**config.mk**
```make
export PLATFORM = sky130hd
export DESIGN_NAME = fetch_queue_stage
export DESIGN_NICKNAME = d
export VERILOG_FILES = /design/src/rtl/fetch_queue_stage.sv
export SDC_FILE = /design/constraint.sdc
export NUM_CORES = 1
export LEC_CHECK = 0
export BUFFER_PORTS_ARGS = -buffer_cell sky130_fd_sc_hd__buf_2
export CELL_PAD_IN_SITES_DETAIL_PLACEMENT = 0
export CELL_PAD_IN_SITES_GLOBAL_PLACEMENT = 2
export CORE_MARGIN = 2
export CORE_UTILIZATION = 30
export CTS_BUF_LIST = sky130_fd_sc_hd__clkbuf_2
export DETAILED_ROUTE_END_ITERATION = 10
export PLACE_DENSITY_LB_ADDON = 0.1
export SLEW_MARGIN = 10
export SYNTH_ARGS = -nofsm -noshare
export SYNTH_HDL_FRONTEND = slang
export SYNTH_SLANG_ARGS = --single-unit
```
**constraint.sdc**
```tcl
create_clock -name clk_i -period 3.2 [get_ports clk_i]
set_input_delay 0.16 -clock clk_i [delete_from_list [all_inputs] [get_ports clk_i]]
set_output_delay 0.16 -clock clk_i [all_outputs]
set_load 0.1 [all_outputs]
```
**src/rtl/fetch_queue_stage.sv**
```systemverilog
// Decoupled fetch stage: BTB-steered PC issue to an in-order variable-latency imem, DEPTH-entry
// prefetch queue to decode. Optional saturating perf counters under FETCH_PERF_CNT_EN.
module fetch_queue_stage #(
  parameter int unsigned     XLEN     = 32,
  parameter int unsigned     DEPTH    = 4,
  parameter logic [XLEN-1:0] RESET_PC = '0
) (
  input  logic            clk_i,
  input  logic            rst_ni,
  input  logic            redirect_valid_i,
  input  logic [XLEN-1:0] redirect_pc_i,
  output logic [XLEN-1:0] btb_lookup_pc_o,
  input  logic            btb_hit_i,
  input  logic            btb_taken_i,
  input  logic [XLEN-1:0] btb_target_i,
  output logic            imem_req_valid_o,
  input  logic            imem_req_ready_i,
  output logic [XLEN-1:0] imem_addr_o,
  input  logic            imem_rsp_valid_i,
  input  logic [XLEN-1:0] imem_rsp_data_i,
  output logic            if_valid_o,
  input  logic            if_ready_i,
  output logic [XLEN-1:0] if_instr_o,
  output logic [XLEN-1:0] if_pc_o,
  output logic            if_pred_taken_o
`ifdef FETCH_PERF_CNT_EN
  ,
  output logic [31:0]     perf_fetch_cnt_o,
  output logic [31:0]     perf_discard_cnt_o,
  output logic [31:0]     perf_stall_cnt_o
`endif
);

  localparam int unsigned     PtrW      = $clog2(DEPTH);
  localparam int unsigned     CntW      = PtrW + 1;
  localparam logic [CntW:0]   DepthLim  = (CntW + 1)'(DEPTH);
  localparam logic [XLEN-1:0] AlignMask = ~XLEN'(3);

  logic            active_q;
  logic [XLEN-1:0] pc_q, pc_d;

  // Tag FIFO holds {pc, pred} of live (post-redirect) requests only.
  logic [XLEN-1:0] tag_pc_q   [DEPTH];
  logic            tag_pred_q [DEPTH];
  logic [PtrW-1:0] tag_wr_q, tag_wr_d, tag_rd_q, tag_rd_d;

  logic [XLEN-1:0] q_pc_q    [DEPTH];
  logic [XLEN-1:0] q_instr_q [DEPTH];
  logic            q_pred_q  [DEPTH];
  logic [PtrW-1:0] q_wr_q, q_wr_d, q_rd_q, q_rd_d;
  logic [CntW-1:0] q_cnt_q, q_cnt_d;

  // out_q counts every request still in flight at the memory, stale ones included, so the
  // credit check also bounds how many discards can ever be pending.
  logic [CntW-1:0] out_q, out_d;
  logic [CntW-1:0] disc_q, disc_d;

  logic credit_ok, fire, pred, push, pop;

  assign credit_ok        = ({1'b0, q_cnt_q} + {1'b0, out_q}) < DepthLim;
  assign imem_req_valid_o = active_q && !redirect_valid_i && credit_ok;
  assign fire             = imem_req_valid_o && imem_req_ready_i;
  assign pred             = btb_hit_i && btb_taken_i;
  assign push             = imem_rsp_valid_i && !redirect_valid_i && (disc_q == '0);
  assign pop              = if_valid_o && if_ready_i && !redirect_valid_i;

  assign btb_lookup_pc_o = pc_q;
  assign imem_addr_o     = pc_q;

  assign if_valid_o      = (q_cnt_q != '0);
  assign if_pc_o         = if_valid_o ? q_pc_q[q_rd_q] : '0;
  assign if_instr_o      = if_valid_o ? q_instr_q[q_rd_q] : '0;
  assign if_pred_taken_o = if_valid_o && q_pred_q[q_rd_q];

  always_comb begin
    pc_d     = pc_q;
    tag_wr_d = tag_wr_q;
    tag_rd_d = tag_rd_q;
    q_wr_d   = q_wr_q;
    q_rd_d   = q_rd_q;
    q_cnt_d  = q_cnt_q;
    disc_d   = disc_q;
    out_d    = out_q + CntW'(fire) - CntW'(imem_rsp_valid_i);
    if (redirect_valid_i) begin
      pc_d     = redirect_pc_i & AlignMask;
      tag_wr_d = '0;
      tag_rd_d = '0;
      q_wr_d   = '0;
      q_rd_d   = '0;
      q_cnt_d  = '0;
      disc_d   = out_d;
    end else begin
      if (fire) begin
        pc_d     = pred ? (btb_target_i & AlignMask) : pc_q + XLEN'(4);
        tag_wr_d = tag_wr_q + PtrW'(1);
      end
      if (push) begin
        tag_rd_d = tag_rd_q + PtrW'(1);
        q_wr_d   = q_wr_q + PtrW'(1);
      end
      if (pop) begin
        q_rd_d = q_rd_q + PtrW'(1);
      end
      q_cnt_d = q_cnt_q + CntW'(push) - CntW'(pop);
      if (imem_rsp_valid_i && (disc_q != '0)) begin
        disc_d = disc_q - CntW'(1);
      end
    end
  end

  always_ff @(posedge clk_i or negedge rst_ni) begin
    if (!rst_ni) begin
      active_q <= 1'b0;
      pc_q     <= RESET_PC;
      tag_wr_q <= '0;
      tag_rd_q <= '0;
      q_wr_q   <= '0;
      q_rd_q   <= '0;
      q_cnt_q  <= '0;
      out_q    <= '0;
      disc_q   <= '0;
    end else begin
      active_q <= 1'b1;
      pc_q     <= pc_d;
      tag_wr_q <= tag_wr_d;
      tag_rd_q <= tag_rd_d;
      q_wr_q   <= q_wr_d;
      q_rd_q   <= q_rd_d;
      q_cnt_q  <= q_cnt_d;
      out_q    <= out_d;
      disc_q   <= disc_d;
    end
  end

  // Storage needs no reset: every read is qualified by a pointer/count that is reset.
  always_ff @(posedge clk_i) begin
    if (fire) begin
      tag_pc_q[tag_wr_q]   <= pc_q;
      tag_pred_q[tag_wr_q] <= pred;
    end
    if (push) begin
      q_pc_q[q_wr_q]    <= tag_pc_q[tag_rd_q];
      q_pred_q[q_wr_q]  <= tag_pred_q[tag_rd_q];
      q_instr_q[q_wr_q] <= imem_rsp_data_i;
    end
  end

`ifdef FETCH_PERF_CNT_EN
  logic        drop, stall;
  logic [31:0] perf_fetch_q, perf_discard_q, perf_stall_q;

  assign drop  = imem_rsp_valid_i && (redirect_valid_i || (disc_q != '0));
  assign stall = !redirect_valid_i && !credit_ok;

  always_ff @(posedge clk_i or negedge rst_ni) begin
    if (!rst_ni) begin
      perf_fetch_q   <= '0;
      perf_discard_q <= '0;
      perf_stall_q   <= '0;
    end else begin
      if (fire && (perf_fetch_q != '1)) perf_fetch_q <= perf_fetch_q + 32'd1;
      if (drop && (perf_discard_q != '1)) perf_discard_q <= perf_discard_q + 32'd1;
      if (stall && (perf_stall_q != '1)) perf_stall_q <= perf_stall_q + 32'd1;
    end
  end

  assign perf_fetch_cnt_o   = perf_fetch_q;
  assign perf_discard_cnt_o = perf_discard_q;
  assign perf_stall_cnt_o   = perf_stall_q;
`endif

endmodule

```
# [Word-level counts from Yosys, hierarchy flattened]
# Memories as Yosys holds them, arrays and structs flattened.
# Cells that the tools add are included.
[classes] n_addsub=11 n_lt_le_gt_ge=1 muxes=20 reduce_logical=18
[ops] cell="32-bit 2-to-1 mux" n=5
[ops] cell="32-bit by 3-bit adder with 32-bit output, second input constant" n=1
[ops] cell="2-bit 2-to-1 mux" n=8
[ops] cell="1-bit logical AND" n=10
[ops] cell="3-bit 2-to-1 mux" n=3
[ops] cell="2-bit by 1-bit adder with 2-bit output, second input constant" n=4
[ops] cell="2-bit nonzero test" n=4
[ops] cell="3-bit by 1-bit adder with 3-bit output" n=2
[ops] cell="3-bit nonzero test" n=2
[ops] cell="3-bit by 1-bit subtractor with 3-bit output" n=2
[ops] cell="3-bit by 3-bit adder with 4-bit output" n=1
[ops] cell="4-bit by 3-bit less-than comparator with 1-bit output, second input constant" n=1
[ops] cell="1-bit 2-to-1 mux" n=4
[ops] cell="3-bit logical NOT" n=1
[ops] cell="3-bit by 1-bit subtractor with 3-bit output, second input constant" n=1
[ops] cell="1-bit logical NOT" n=1
[word_totals] ff_bits=50 ramBits=392 inputBits=104 out_inout_bits=131 word_cells=64 mem_count=5
[mem_list] memory="q_instr_q" depth=4 width=32 rd=1 rd_ports_with_merged_regs=0 write_ports=1 line="48" source="logic [XLEN-1:0] q_instr_q [DEPTH];"
[mem_list] memory="q_pc_q" depth=4 width=32 rd=1 rd_ports_with_merged_regs=0 write_ports=1 line="47" source="logic [XLEN-1:0] q_pc_q [DEPTH];"
[mem_list] memory="tag_pc_q" depth=4 width=32 rd=1 rd_ports_with_merged_regs=0 write_ports=1 line="43" source="logic [XLEN-1:0] tag_pc_q [DEPTH];"
[mem_list] memory="q_pred_q" depth=4 width=1 rd=1 rd_ports_with_merged_regs=0 write_ports=1 line="49" source="logic q_pred_q [DEPTH];"
[mem_list] memory="tag_pred_q" depth=4 width=1 rd=1 rd_ports_with_merged_regs=0 write_ports=1 line="44" source="logic tag_pred_q [DEPTH];"

# [Depth between registers and ports, before layout]
[depth] depth_word=7 mapped_depth=13 ltp_nobuf=12

# [Worst setup path after synthesis]
# No wires, ideal clock.
[synth_timing] path_kind="reg-to-reg" from="register disc_q[0]" to="memory q_instr_q[0][0], enable pin" setup_time_ps=428 t_arrival_ps=2527 setup_slack_ps=246 stages_incl_launch_ff=6 n_path_buf=0 cell_sequence="dfrtp_1 inv_1 ha_1 nand3b_1 nor2_1 and2_1"
[synth_via] elab_chain_len=4
[synth_lines] item="start, declared" line="56" source="logic [CntW-1:0] disc_q, disc_d;"
[synth_lines] item="start signal, assigned" line="131" source="disc_q <= disc_d;"
[synth_lines] item="3-bit logical NOT" line="64" source="assign push = imem_rsp_valid_i && !redirect_valid_i && (disc_q == '0);"
[synth_lines] item="1-bit logical AND" line="64"
[synth_lines] item="1-bit 2-to-1 mux" line="141" source="if (push) begin"
[synth_lines] item="1-bit 2-to-1 mux (implied by the code)" line="144" source="q_instr_q[q_wr_q] <= imem_rsp_data_i;"
[synth_lines] item="end, declared" line="48"
# No other way between the ends.

# [Worst setup path after layout]
[layout_timing] from="register q_cnt_q[1]" to="register disc_q[2]"
[layout_via] elab_chain_len=7
[layout_lines] item="start, declared" line="51" source="logic [CntW-1:0] q_cnt_q, q_cnt_d;"
[layout_lines] item="start signal, assigned" line="129" source="q_cnt_q <= q_cnt_d;"
[layout_lines] item="3-bit by 3-bit adder with 4-bit output" line="60" source="assign credit_ok = ({1'b0, q_cnt_q} + {1'b0, out_q}) < DepthLim;"
[layout_lines] item="4-bit by 3-bit less-than comparator with 1-bit output" line="60"
[layout_lines] item="1-bit logical AND" line="61" source="assign imem_req_valid_o = active_q && !redirect_valid_i && credit_ok;"
[layout_lines] item="1-bit logical AND" line="62" source="assign fire = imem_req_valid_o && imem_req_ready_i;"
[layout_lines] item="3-bit by 1-bit adder with 3-bit output" line="83" source="out_d = out_q + CntW'(fire) - CntW'(imem_rsp_valid_i);"
[layout_lines] item="3-bit by 1-bit subtractor with 3-bit output" line="83"
[layout_lines] item="named net out_d[2]" line="55" source="logic [CntW-1:0] out_q, out_d;"
[layout_lines] item="3-bit 2-to-1 mux" line="84" source="if (redirect_valid_i) begin"
# The timed path passes the listed nets, and every way through them passes these cells.
# A chain may end at the register's enable or synchronous reset.

==> impl_metrics.yaml <==
clock_network:
  ctsHtreeMaxLevel: 3
  clk_latency_ns: 1.05
  clk_path_buf_depth: 3
  cts_made_buffers: 114
  cts_tree: "yes"
  cts_num_sinks: 424
  cts.clk_slew.worst_paths_ns: 0.10
  ctsRootBufferMaster: "clkbuf_2"
worst_setup_path:
  setup.worst_path.class: "reg -> reg"
  setup.worst_path.start: "q_cnt_q[1]"
  worstPathMaxFanout: 4
  crit_path_max_incr_delay_ns: 0.57
  cp.required_ns: 4.13
  path_cells: "ha_1, nor3b_2, and4_1, inv_2, ha_1, inv_1, ha_1, fa_1, xnor2_2, nand2_1, o21ai_0, dlygate4sd3_1"
  slowest_stage: "dlygate4sd3_1"
  startpoint_type: "flip-flop"
  reg2reg_slack_ns: 0.19
  cp.arrival_ns: 3.94
  r2r_cells: 12
  end_kind: "flip-flop"
  path_common_cell: "ha_1"
  r2r_start: "q_cnt_q[1]"
sta:
  maxSlewViolCount: 0
  rsz0062_at_grt: "false"
  final.min_clock_period_ns: 3.01
  tightest_slew_ns: 0.799
  whs_ns: 0.257
  fmax_mhz: 332
  finalHoldViolations: 0
  setup_slack_ns: 0.190
  final-setup-viol-count: 0
  slew_headroom_pct: 46.7
  period_share_pct: 94.1
  clock_skew_ns: 0.0636
layout:
  nets: 1631
  fillCellCount: 5514
  final_cell_mix: "edfxtp_1, dlygate4sd3_1, buf_2, clkbuf_2, mux4_2"
  final_common_cell: "edfxtp_1"
  syn2layout_area_growth_pct: 31.0
  drive_above_1_share_pct: 34.8
hold_path:
  hold_class: "in -> reg"
  hold_depth: 5
  min_from: "imem_rsp_valid_i"
routing:
  viasPerCell: 4.50
  drtIter0Drc: 404
  routed_wl_um: 45200
  drc: 0
  vias: 10600
  postRouteAntennaNets: 0
  wl_per_cell_um: 19.2
  dr.pass1.iters: 4
pwr:
  peakVddDrop_mv: 0.563
  powerDensity_nw_per_um2: 822
  leakage_nw: 8.36
grt:
  gr-max-usage-layer: "met2"
  grtUsageTotal_pct: 15.2
  grt_pass1_vias: 11500
  met1_usage_pct: 19.9
  grt_pass1_wl_um: 69000
  antenna_found_initial: 3
  grtUsageMet3_pct: 3.37
  overflow: 0
  grt_max_degree: 66
  met2_usage_pct: 24.7
die:
  io_pins: 235
  die_w_um: 246
  die_h_um: 246
  start_util_pct: 30.4
  num_rows: 88
  die_area_sq_um: 60500
  core_sq_um: 57800
synthesis:
  synth_edf_count: 376
  ys_seq_elements: 424
  ys_async_sr_fraction_pct: 11.3
  seq_area_frac_synth_pct: 71.1
  synthesis.area_sq_um: 17600
  ys_warn_count: 0
  syn_inst: 993
  synth_area_leaders: "edfxtp_1, mux4_2, dfrtp_1"
  ys.flop_type: "edfxtp_1"
  syn_avg_cell_area_sq_um: 17.7
  yosys.area.top_type: "edfxtp_1"
  synth_top_area_share_pct: 64.3
  ys_types: 55
placement:
  pre_cts_slack_ns: 0.660
  gp_congestion: 0.722
  hpwl_um: 26900
  portBuffers: 224
outcome:
  status: "finished, final reports clean"
run:
  maxCapViolCount: 0
==> report_power, final <==
group | switching (mW) | internal [mW] | leakage [nW] | total [mW]
logic | 6.30 | 2.26 | 3.63 | 8.56
clock network | 2.16 | 1.39 | 0.750 | 3.54
registers | 0.327 | 6.47 | 3.98 | 6.79
==> cells by family (layout without fill, tap and decap cells) <==
family,Yosys count,count (layout),synth area share [%]
compound gates,102,102,3.75
mux,100,100,12.4
fa+ha+maj,19,19,1.44
buf+inv,106,695,3.09
other cells,2,9,0.0428
xor+xnor,22,22,1.10
simple gates,218,218,7.05
flops,424,424,71.1
==> critical path, delay by kind of cell (launching register included) <==
family | cells | cell delay (ns)
buf+inv | 3 | 0.66
fa+ha+maj | 4 | 1.06
xor+xnor | 1 | 0.16
simple gates | 3 | 0.47
flops | 1 | 0.45
compound gates | 1 | 0.07
==> timing repair <==
item / 4_1_cts / 5_1_grt
setup buffers: 2 / 0
hold endpoints to repair: 462 / 0
pin swaps: 0 / 0
gates resized for setup: 71 / 3
hold buffers: 217 / 0
setup endpoints to repair: 64 / 4
gates cloned: 2 / 0
==> stage by stage <==
stage                     utilization [%]  instance area [sq um]  power (mW)  cells  TNS, ns
after floorplan                         -                  17600        13.3    998        0
after global placement               33.9                  19600        14.9   1937        0
after detailed placement             33.9                  19600        14.9   1937        0
after CTS                            39.8                  23000        19.3   2353  -0.0584
after global routing                 39.8                  23000        19.9   2354        0
final                                39.8                  23000        18.9   2354        0
==> sequential cells by signal (all words and copies together), names as in the netlist, 3 cells and up <==
signal	cells
btb_lookup_pc_o	30
tag_pred_q	4
q_cnt_q	3
q_instr_q	128
q_pc_q	120
out_q	3
disc_q	3
q_pred_q	4
tag_pc_q	120
==> cell type report <==
type,instances,area (sq um),area share [%]
sequential,424,12500,54.4
multi-input combinational,468,4570,19.9
timing repair buffer,480,3950,17.2
tap,765,957,4.16
clock buffer,169,846,3.68
clock inverter,26,98.8,0.430
inverter,20,75.1,0.326
antenna,2,5.00,0.0218
==> path summary, 6_finish.rpt <==
check / to
setup / recovery: disc_q[2]
hold / removal: out_q[0]
setup reg to reg: disc_q[2]
hold reg to reg: out_q[0]
max in group asynchronous: btb_lookup_pc_o[23]
min in group asynchronous: active_q
==> Yosys cell counts (3+ instances only) <==
master / count
nor2_1: 31
and2_1: 71
a21oi_1: 30
xnor2_1: 13
clkbuf_1: 34
o221ai_1: 3
and4_1: 4
edfxtp_1: 376
o21ai_0: 26
a221o_1: 7
nor2b_1: 3
and3_1: 7
dfrtp_1: 48
a22oi_1: 4
buf_4: 36
mux4_2: 94
buf_1: 8
nor4_1: 4
nand3_1: 15
or3_1: 3
a211oi_1: 4
a211o_1: 5
buf_2: 8
nor3b_1: 3
o21a_1: 3
nand4_1: 9
nand2_1: 43
ha_1: 17
o211ai_1: 7
nor3_1: 12
xor2_1: 9
inv_1: 19
mux2i_1: 6
==> layer usage <==
layer / up-vias / share of wire, %
li1: 4953 / -
met2: 280 / 48
met1: 5298 / 45
met4: 0 / 1.9
met5: - / 0
met3: 62 / 5.1
Note: power is estimated with default switching activity, not from simulation.
